$ cat config.mk
export PLATFORM = sky130hd
export DESIGN_NAME = host_mem_bridge
export DESIGN_NICKNAME = d
export VERILOG_FILES = /design/src/rtl/host_mem_bridge_pkg.sv /design/src/rtl/bridge_skid_fifo.sv /design/src/rtl/host_mem_bridge.sv
export SDC_FILE = /design/constraint.sdc
export NUM_CORES = 1
export LEC_CHECK = 0
export CORE_MARGIN = 1.5
export CORE_UTILIZATION = 38
export CTS_CLUSTER_SIZE = 28
export DETAILED_ROUTE_END_ITERATION = 7
export PLACE_DENSITY = 0.78
export SLEW_MARGIN = 20
export SYNTH_ARGS = -nofsm -noshare
export SYNTH_HDL_FRONTEND = slang
export SYNTH_SLANG_ARGS = --single-unit
$ cat constraint.sdc
create_clock -name clk -period 3.1 [get_ports clk]
set_clock_uncertainty 0.2 [all_clocks]
set_input_delay 0.465 -clock clk [delete_from_list [all_inputs] [get_ports clk]]
set_output_delay 0.465 -clock clk [all_outputs]
set_load 0.005 [all_outputs]
$ cat src/rtl/host_mem_bridge_pkg.sv
// ---------------------------------------------------------------------------
// host_mem_bridge_pkg
// Shared types for the host/CPU memory bridge: the host command opcodes,
// the bridge FSM states and the default byte address where the CPU
// instruction region begins.
// ---------------------------------------------------------------------------
package host_mem_bridge_pkg;

    typedef enum logic [1:0] {
        OP_STOP = 2'd0,
        OP_LOAD = 2'd1,
        OP_DUMP = 2'd2,
        OP_RUN  = 2'd3
    } cmdOp_t;

    typedef enum logic [1:0] {
        ST_IDLE = 2'd0,
        ST_LOAD = 2'd1,
        ST_DUMP = 2'd2,
        ST_RUN  = 2'd3
    } bridgeState_t;

    localparam logic [31:0] I_START_DEFAULT = 32'h0040_0000;

endpackage

$ cat src/rtl/bridge_skid_fifo.sv
// ---------------------------------------------------------------------------
// bridge_skid_fifo
// Two-entry FIFO that decouples RAM read returns from the host read stream.
// Ports:
//   clk, rst        clock and asynchronous active-high reset
//   push, pushData  write one word (ignored when full and not popping)
//   pop             remove the head word (ignored when empty)
//   headData        word at the head of the FIFO
//   empty           no words stored
//   count           number of stored words (0..2)
// ---------------------------------------------------------------------------
module bridge_skid_fifo #(
    parameter int DATA_W = 32
) (
    input  logic              clk,
    input  logic              rst,
    input  logic              push,
    input  logic [DATA_W-1:0] pushData,
    input  logic              pop,
    output logic [DATA_W-1:0] headData,
    output logic              empty,
    output logic [1:0]        count
);

    logic [DATA_W-1:0] slots [2];
    logic              rdPtr;
    logic              wrPtr;
    logic [1:0]        used;
    logic              doPush;
    logic              doPop;

    // A push into a full FIFO is still legal when the head leaves in the
    // same cycle, because the freed slot is the one being overwritten.
    assign doPop  = pop && (used != 2'd0);
    assign doPush = push && ((used != 2'd2) || doPop);

    assign headData = slots[rdPtr];
    assign empty    = (used == 2'd0);
    assign count    = used;

    // Pointer and occupancy bookkeeping; reset leaves the FIFO empty.
    always_ff @(posedge clk or posedge rst) begin
        if (rst) begin
            rdPtr <= 1'b0;
            wrPtr <= 1'b0;
            used  <= 2'd0;
        end else begin
            if (doPush) begin
                wrPtr <= ~wrPtr;
            end
            if (doPop) begin
                rdPtr <= ~rdPtr;
            end
            used <= used + {1'b0, doPush} - {1'b0, doPop};
        end
    end

    // Storage needs no reset: occupancy alone decides which words are valid.
    always_ff @(posedge clk) begin
        if (doPush) begin
            slots[wrPtr] <= pushData;
        end
    end

endmodule

$ cat src/rtl/host_mem_bridge.sv
// ---------------------------------------------------------------------------
// host_mem_bridge
// Arbitrates a single-port RAM between a host (bulk LOAD and DUMP streams)
// and a CPU (RUN mode). The host issues commands; the CPU is stalled unless
// the bridge is in RUN.
// Ports:
//   clk, rst                          clock, asynchronous active-high reset
//   cmd_valid/ready, cmd_op/base/len  host command channel
//   in_valid/ready, in_data           host write stream (LOAD)
//   out_valid/ready, out_data         host read stream (DUMP)
//   cpu_req/we/addr/wdata, cpu_rdata  CPU access port, cpu_stall holds CPU
//   busy, done, err                   status (done is a one-cycle pulse)
//   mem_en/we/addr/wdata, mem_rdata   RAM port, read data one cycle late
// ---------------------------------------------------------------------------
module host_mem_bridge
    import host_mem_bridge_pkg::*;
#(
    parameter int          DATA_W  = 32,
    parameter int          ADDR_W  = 11,
    parameter logic [31:0] I_START = I_START_DEFAULT
) (
    input  logic              clk,
    input  logic              rst,
    input  logic              cmd_valid,
    output logic              cmd_ready,
    input  logic [1:0]        cmd_op,
    input  logic [ADDR_W-1:0] cmd_base,
    input  logic [ADDR_W:0]   cmd_len,
    input  logic              in_valid,
    output logic              in_ready,
    input  logic [DATA_W-1:0] in_data,
    output logic              out_valid,
    input  logic              out_ready,
    output logic [DATA_W-1:0] out_data,
    input  logic              cpu_req,
    input  logic              cpu_we,
    input  logic [31:0]       cpu_addr,
    input  logic [DATA_W-1:0] cpu_wdata,
    output logic [DATA_W-1:0] cpu_rdata,
    output logic              cpu_stall,
    output logic              busy,
    output logic              done,
    output logic              err,
    output logic              mem_en,
    output logic              mem_we,
    output logic [ADDR_W-1:0] mem_addr,
    output logic [DATA_W-1:0] mem_wdata,
    input  logic [DATA_W-1:0] mem_rdata
);

    localparam logic [ADDR_W:0] LEN_ONE = (ADDR_W+1)'(1);

    bridgeState_t      state;
    cmdOp_t            cmdOp;
    logic [ADDR_W-1:0] addrCnt;
    logic [ADDR_W:0]   lenCnt;
    logic [ADDR_W:0]   popCnt;
    logic              inFlight;
    logic              doneReg;
    logic              errReg;
    logic              cmdAccept;
    logic              popWord;
    logic              readIssue;
    logic [2:0]        credit;
    logic [ADDR_W-1:0] cpuIndex;
    logic              fifoEmpty;
    logic [1:0]        fifoCount;
    logic [DATA_W-1:0] fifoHead;

    assign cmdOp     = cmdOp_t'(cmd_op);
    assign cmd_ready = (state == ST_IDLE) || ((state == ST_RUN) && (cmdOp == OP_STOP));
    assign cmdAccept = cmd_valid && cmd_ready;

    assign busy      = (state != ST_IDLE);
    assign cpu_stall = (state != ST_RUN);
    assign in_ready  = (state == ST_LOAD);
    assign out_valid = (state == ST_DUMP) && !fifoEmpty;
    assign out_data  = fifoHead;
    assign popWord   = out_valid && out_ready;
    assign done      = doneReg;
    assign err       = errReg;
    assign cpu_rdata = mem_rdata;

    // The top bit picks the instruction half of RAM; the rest is the word
    // offset inside that half.
    assign cpuIndex = {cpu_addr >= I_START, cpu_addr[ADDR_W:2]};

    // Reads in flight plus stored words may never exceed the FIFO depth.
    // A pop in the same cycle frees a slot early, which is what lets a
    // continuously ready host receive one word every cycle.
    assign credit    = {2'b00, inFlight} + {1'b0, fifoCount};
    assign readIssue = (state == ST_DUMP) && (lenCnt != '0) &&
                       (credit < (3'd2 + {2'b00, popWord}));

    // RAM port steering: the host write stream, the DUMP read engine or the
    // CPU owns the port depending on the state. Nothing else reaches RAM.
    always_comb begin
        mem_en    = 1'b0;
        mem_we    = 1'b0;
        mem_addr  = '0;
        mem_wdata = '0;
        case (state)
            ST_LOAD: begin
                if (in_valid) begin
                    mem_en    = 1'b1;
                    mem_we    = 1'b1;
                    mem_addr  = addrCnt;
                    mem_wdata = in_data;
                end
            end
            ST_DUMP: begin
                mem_en   = readIssue;
                mem_addr = addrCnt;
            end
            ST_RUN: begin
                mem_en    = cpu_req;
                mem_we    = cpu_req && cpu_we;
                mem_addr  = cpuIndex;
                mem_wdata = cpu_wdata;
            end
            default: begin
                mem_en = 1'b0;
            end
        endcase
    end

    // Main control FSM. done is a registered one-cycle pulse raised on the
    // cycle after an operation completes. lenCnt counts reads still to issue
    // in DUMP while popCnt counts words the host has yet to take.
    always_ff @(posedge clk or posedge rst) begin
        if (rst) begin
            state    <= ST_IDLE;
            addrCnt  <= '0;
            lenCnt   <= '0;
            popCnt   <= '0;
            inFlight <= 1'b0;
            doneReg  <= 1'b0;
            errReg   <= 1'b0;
        end else begin
            doneReg  <= 1'b0;
            inFlight <= readIssue;
            case (state)
                ST_IDLE: begin
                    if (cmd_valid) begin
                        if (cmdOp == OP_STOP) begin
                            errReg <= 1'b1;
                        end else begin
                            errReg  <= 1'b0;
                            addrCnt <= cmd_base;
                            lenCnt  <= cmd_len;
                            popCnt  <= cmd_len;
                            if (cmdOp == OP_RUN) begin
                                state <= ST_RUN;
                            end else if (cmd_len == '0) begin
                                doneReg <= 1'b1;
                            end else if (cmdOp == OP_LOAD) begin
                                state <= ST_LOAD;
                            end else begin
                                state <= ST_DUMP;
                            end
                        end
                    end
                end
                ST_LOAD: begin
                    if (in_valid) begin
                        addrCnt <= addrCnt + 1'b1;
                        lenCnt  <= lenCnt - 1'b1;
                        if (lenCnt == LEN_ONE) begin
                            state   <= ST_IDLE;
                            doneReg <= 1'b1;
                        end
                    end
                end
                ST_DUMP: begin
                    if (readIssue) begin
                        addrCnt <= addrCnt + 1'b1;
                        lenCnt  <= lenCnt - 1'b1;
                    end
                    if (popWord) begin
                        popCnt <= popCnt - 1'b1;
                        if (popCnt == LEN_ONE) begin
                            state   <= ST_IDLE;
                            doneReg <= 1'b1;
                        end
                    end
                end
                ST_RUN: begin
                    if (cmdAccept) begin
                        state   <= ST_IDLE;
                        doneReg <= 1'b1;
                    end
                end
                default: begin
                    state <= ST_IDLE;
                end
            endcase
        end
    end

    bridge_skid_fifo #(
        .DATA_W(DATA_W)
    ) outFifo (
        .clk     (clk),
        .rst     (rst),
        .push    (inFlight),
        .pushData(mem_rdata),
        .pop     (popWord),
        .headData(fifoHead),
        .empty   (fifoEmpty),
        .count   (fifoCount)
    );

endmodule

### After elaboration in Yosys (flattened, before gate mapping)

Memories as Yosys holds them, arrays and structs flattened.
Index checks and enable logic that the tools add are counted.

* equality and inequality tests: 18
* mux-type cells: 43
* order comparisons: 2
* add/subtract/negate cells: 7
* reductions and logical operators: 25
* bitwise logic cells: 2

Operators by type and width (number)
* $pmux W11 S3: 2
* $pmux W32 S2: 1
* $mux W12: 5
* $mux W11: 5
* $pmux W12 S3: 1
* $ge A32 B23 Y1 const B: 1
* $mux W32: 1
* $eq A12 B1 Y1 const B: 2
* $pmux W12 S2: 1
* $sub A12 B1 Y12 const B: 2
* $mux W2: 10
* $ne A2 B2 Y1 const B: 7
* $mux W1: 13
* $logic_not A12 Y1: 1
* $reduce_bool A12 Y1: 1
* $add A11 B1 Y11 const B: 1
* $logic_and A1 B1 Y1: 9
* $pmux W2 S4: 1
* $reduce_and A8 Y1: 1
* $eq A2 B2 Y1 const B: 3
* $logic_not A2 Y1: 3
* $ne A2 B1 Y1 const B: 3
* $reduce_bool A2 Y1: 3
* $reduce_and A5 Y1: 1
* other kinds (16): 19

* word-level logic and storage cells: 108
* RAM bits: 64
* register bits: 44
* memories: 1
* output and inout port bits: 116

Memories
* outFifo.slots: words 2, bits a word 32, read ports 1, clocked after memory_dff 0, write ports 1, RTL line bridge_skid_fifo.sv:25 `logic [DATA_W-1:0] slots [2];`

### Depth between registers and ports, before layout

* depth in word-level cells: 9
* mapped depth: 9
* gate-level depth less buffers: 8

### Hierarchy

A second synthesis with hierarchy kept.

* cells, all modules: 557
* area, all modules: 5989.5 sq um

By module, submodules not included
* host_mem_bridge: instances 1, seq. area each 1001.0 sq um, area each 3428.3 sq um, cells an instance 433
* bridge_skid_fifo: instances 1, seq. area each 2021.9 sq um, area each 2561.2 sq um, cells an instance 124

### Worst setup path before layout

OpenSTA, ideal clock, no wires.

* path type: reg-to-reg
* from: reg state[0]
* to: mem outFifo.slots[0][0], enable pin
* clock period less this slack: 3.275 ns
* setup time: 0.421 ns
* stages on the path, launching flop included: 7
* arrival time: 2.654 ns
* setup slack: -0.175 ns
* path buffers: 1
* path through: dfrtp_1 > inv_1 > ha_1 > clkbuf_1 > o211a_1 > o21ai_0 > nor2_1

* longest elaborated chain between the ends: 8

Ends and longest elaborated chain
* from (decl): RTL line host_mem_bridge.sv:53 `bridgeState_t state;`
* from (signal assigned): RTL line host_mem_bridge.sv:132 `state <= ST_IDLE;`
* from (signal assigned): RTL line host_mem_bridge.sv:153 `state <= ST_RUN;`
* from (signal assigned): RTL line host_mem_bridge.sv:157 `state <= ST_LOAD;`
* $eq A2 B2 Y1: RTL line host_mem_bridge.sv:77 `assign out_valid = (state == ST_DUMP) && !fifoEmpty;`
* $logic_and A1 B1 Y1: RTL line host_mem_bridge.sv:77
* $logic_and A1 B1 Y1: RTL line host_mem_bridge.sv:79 `assign popWord = out_valid && out_ready;`
* $logic_and A1 B1 Y1: RTL line bridge_skid_fifo.sv:34 `assign doPop = pop && (used != 2'd0);`
* via outFifo.doPop: RTL line bridge_skid_fifo.sv:30 `logic doPop;`
* $logic_or A1 B1 Y1: RTL line bridge_skid_fifo.sv:35 `assign doPush = push && ((used != 2'd2) || doPop);`
* $logic_and A1 B1 Y1: RTL line bridge_skid_fifo.sv:35
* $mux W1: RTL line bridge_skid_fifo.sv:60 `if (doPush) begin`
* $mux W1 (implied by the code): RTL line bridge_skid_fifo.sv:61 `slots[wrPtr] <= pushData;`
* to (decl): RTL line bridge_skid_fifo.sv:25

The timed path passes the listed nets, and every way through them passes these cells.

### Worst setup path after layout

* from: reg state[1]
* to: out mem_addr[8]

* longest elaborated chain between the ends: 2
* elaborated cells on any way between the ends: 4
* those cells by class: eq/ne (3); mux (1)

Ends and longest elaborated chain
* $eq A2 B2 Y1 / $eq A2 B1 Y1 (equally long branches): RTL line host_mem_bridge.sv:102 `case (state)`
* $pmux W11 S3 (*): RTL line host_mem_bridge.sv:102
* to (decl): RTL line host_mem_bridge.sv:46 `output logic [ADDR_W-1:0] mem_addr,`

Every way passes the cells marked *; elsewhere a longest branch is shown, timed or not.

==> metrics.md <==
| Metric | Value |
|---|---|
| Worst Path Max Fanout | `11` |
| Clock power share | `14.5%` |
| Final-report hold violation count | `0` |
| Seq cells post-synth | `108` |
| Number of port buffers | `around 260` |
| Leakage | `3.32 nW` |
| Maxcap violations | `0` |
| Reg area | `roughly 3000 um2` |
| Initial Util | `39.1%` |
| CP Data Arrival Time | `2320 ps` |
| VDD IR max | `0.000596 V` |
| Design Power | `7.60 mW` |
| CP required | `2430 ps` |
| Met1 Usage GRT | `29.3%` |
| Initial drt markers | `471` |
| Switching Share | `39.6%` |
| Clk sinks | `~110` |
| Chip width | `~130 um` |
| Io pins | `276` |
| Met2 usage in global routing | `34.9%` |
| Sequential share of power | `just over 30%` |
| Worst-skew pair later-pin latency | `360 ps` |
| Setup slack, reg-to-reg | `around 330 ps` |
| Final instance area | `9000 um2` |
| Multi-input logic area | `2520 um2` |
| Buffers plus inverters on the worst setup path | `2` |
| Layout area overhead | `50.3%` |
| Fill cells | `1,285` |
| Met3 Use GR | `5.16%` |
| Critical path class | `flip-flop to output pin` |
| Period minus WS final | `2980 ps` |
| First-pass GRT wire length | `28,000 um` |
| Hold slack | `278 ps` |
| Setup Viol. Count Final | `0` |
| Gr usage total | `a little over a fifth` |
| NumNets Final | `955` |
| # rows | `45` |
| Gate power share | `54.7%` |
| Register area share after synthesis | `50.5%` |
| Cell Area, Synth | `5990 um2` |
| Post-Syn Area per Cell | `10.8 um2` |
| Cell Chain, Critical Path | `inv_1 > ha_4 > and2_1 > or2_4 > a22oi_1 > nor2_1 > clkdlybuf4s50_1` |
| Syn_nets | `727` |
| Initial antenna violation count | `0` |
| Chip height | `129 um` |
| Die area | `16,500 um2` |
| Int Power | `4.59 mW` |
| Grt peak-use layer | `met2` |
| Largest net degree at the start of global routing | `between 40 and 50` |
| # DRC | `0` |
| Synth warnings | `0` |
| Clock buffer depth | `2` |
| CTS tree | `done` |
| Share of layout cells above drive strength 1 | `11.6%` |
| PwrDens | `845 nW/um2` |
| Distinct cell type count after synthesis | `62` |
| Vias per inst | `about 5.5` |
| CORE AREA | `approximately 15,000 um2` |
| Fmax | `between 300 and 400 MHz` |
| Synth Flop Type | `edfxtp_1` |
| Slew HR | `59.4%` |
| Critical Path Start Type | `flip-flop` |
| Status | `completed` |
| WL/cell | `18.7 um` |
| Crit-path max cell delay | `550 ps` |
| Crit-path slowest cell | `clkdlybuf4s50_1` |
| Placed Area | `8690 um2` |
| CP delay by family, top | `buffers and inverters` |
| Post-DRT Antenna Nets | `0` |
| Async SR Flop Fraction | `40.7%` |
| Vias in the first global route | `between 5,000 and 6,000` |
| Root buf cell | `clkbuf_16` |
| Inserted Clock Buffers | `9` |
| HPWL Detailed | `14,000 um` |
| Part of the cycle the worst path needs | `96.2%` |
| DRT Pass-1 Iters | `4` |
| HP Class | `flip-flop to flip-flop` |
| Post-Route WL | `18,700 um` |
| Worst-path clk slew | `70 ps` |
| Via count | `5,481` |
| Worst Max-Slew Pin Slew | `just over 600 ps` |
| Net Switching | `3.01 mW` |
| CTS H-tree lvls | `3` |
| Final slew viol count | `0` |
| Diodes inserted | `0` |
| Mapped Cells | `553` |
| Crit path capture type | `output pin` |
| Post-synth EDFFs | `64` |
| RSZ-0062 raised after global routing | `false` |
| Hold_buf cts | `0` |
| GPL Wtd Cong | `0.932` |
| Grt ovf | `0` |
-- cell usage in the layout, fill, tap and decap left out, types with 8 or more instances in the layout --
master	n
a22oi_1	13
o22ai_1	15
edfxtp_1	64
o21ai_0	27
a31oi_1	11
ha_1	12
o31ai_1	8
a22o_1	35
nor3_1	8
nor4_1	10
nand2_1	27
buf_4	19
dfrtp_1	44
inv_1	20
nand3_1	19
clkdlybuf4s50_1	262
nor2_1	28
clkbuf_16	9
mux2_2	33
a21oi_1	28
-- final timing paths --
path	to	from	depth (start not counted)
max	mem_addr[8]	state[1]$_DFFE_PP0P_	7
min	outFifo.rdPtr$_DFFE_PP0P_	outFifo.rdPtr$_DFFE_PP0P_	1
max reg2reg	addrCnt[10]$_DFFE_PP0P_	lenCnt[1]$_DFFE_PP0P_	9
min reg2reg	outFifo.rdPtr$_DFFE_PP0P_	outFifo.rdPtr$_DFFE_PP0P_	1
max in group asynchronous	addrCnt[5]$_DFFE_PP0P_	rst	3
min in group asynchronous	outFifo.rdPtr$_DFFE_PP0P_	rst	3
-- registers in the layout (all words and copies together) (netlist names) --
register       cells
state              2
popCnt            12
outFifo.rdPtr      1
inFlight           1
outFifo.wrPtr      1
outFifo.count      2
err                1
lenCnt            12
outFifo.slots     64
done               1
addrCnt           11
-- metal layers --
| layer | part of all wire, % | vias to the layer above |
|---|---|---|
| met5 | 0 | - |
| met4 | 1.8 | 0 |
| met3 | 8.2 | 26 |
| met2 | 48 | 263 |
| met1 | 42 | 2661 |
| li1 | - | 2531 |
-- cell usage after synthesis, types with 3 or more instances --
library cell   n  share of area, %
buf_2          3              0.25
dfrtp_1       44                18
edfxtp_1      64                32
a31oi_1       11               1.1
nor4_1        10               1.0
mux2i_1        4              0.67
mux2_2        33               6.2
nor2_1        29               1.8
buf_4         33               4.1
nand3_1       19               1.6
a22oi_1       13               1.6
nor2b_1        6              0.63
clkbuf_1      25               1.6
o31ai_1        8               1.0
nand2_1       27               1.7
o2bb2ai_1      4              0.58
o21ai_0       27               2.3
a21oi_1       28               2.3
ha_1          14               2.9
xnor2_1        3              0.44
inv_1         20               1.3
nand2b_1       5              0.52
a211oi_1       3              0.38
or3_1          4              0.42
nor3_1         9              0.75
and3_1         3              0.31
o22ai_1       15               1.6
nand4_1        5              0.52
or2_2          4              0.42
a22o_1        35               5.1
buf_1          6              0.38
-- power by group through the flow --
stage,clock network (mW),logic (mW),registers (mW)
floorplan,0,2.46,2.26
global placement,0,3.95,2.33
detailed placement,0,4.09,2.36
CTS,1.13,4.13,2.34
global route,1.19,4.50,2.40
finish,1.10,4.16,2.35
-- cells by family after synthesis --
kind of cell	synth area share (%)
mux	6.87
compound gates	19.4
buf+inv	7.83
simple gates	11.9
xor+xnor	0.585
flops	50.5
fa+ha+maj	2.92
-- repair_timing --
action,in CTS,in global routing
setup endpoints to repair,13,16
cloned,0,0
pin swaps,1,3
buffers inserted,0,1
gates resized for setup,5,4
-- cell type report --
| type | count | share of cell area (%) |
|---|---|---|
| well taps | 211 | 2.93 |
| repair buffers | 285 | 31.4 |
| clock buffers | 9 | 2.50 |
| clock inverters | 6 | 0.612 |
| inverters | 21 | 0.876 |
| multi-input cells | 356 | 28.1 |
| flip-flops and latches | 108 | 33.6 |
-- metrics by stage --
step                util, %  cells  TNS (ps)  setup WS (ps)
floorplan                 -    553         0            319
global placement       56.8    980         0           25.2
detailed placement     56.8    980     -2.17          -2.17
CTS                    58.7    995         0           9.01
global route           58.8    996         0           9.76
finish                 58.8    996         0            118
(Power assumes the default switching activity.)
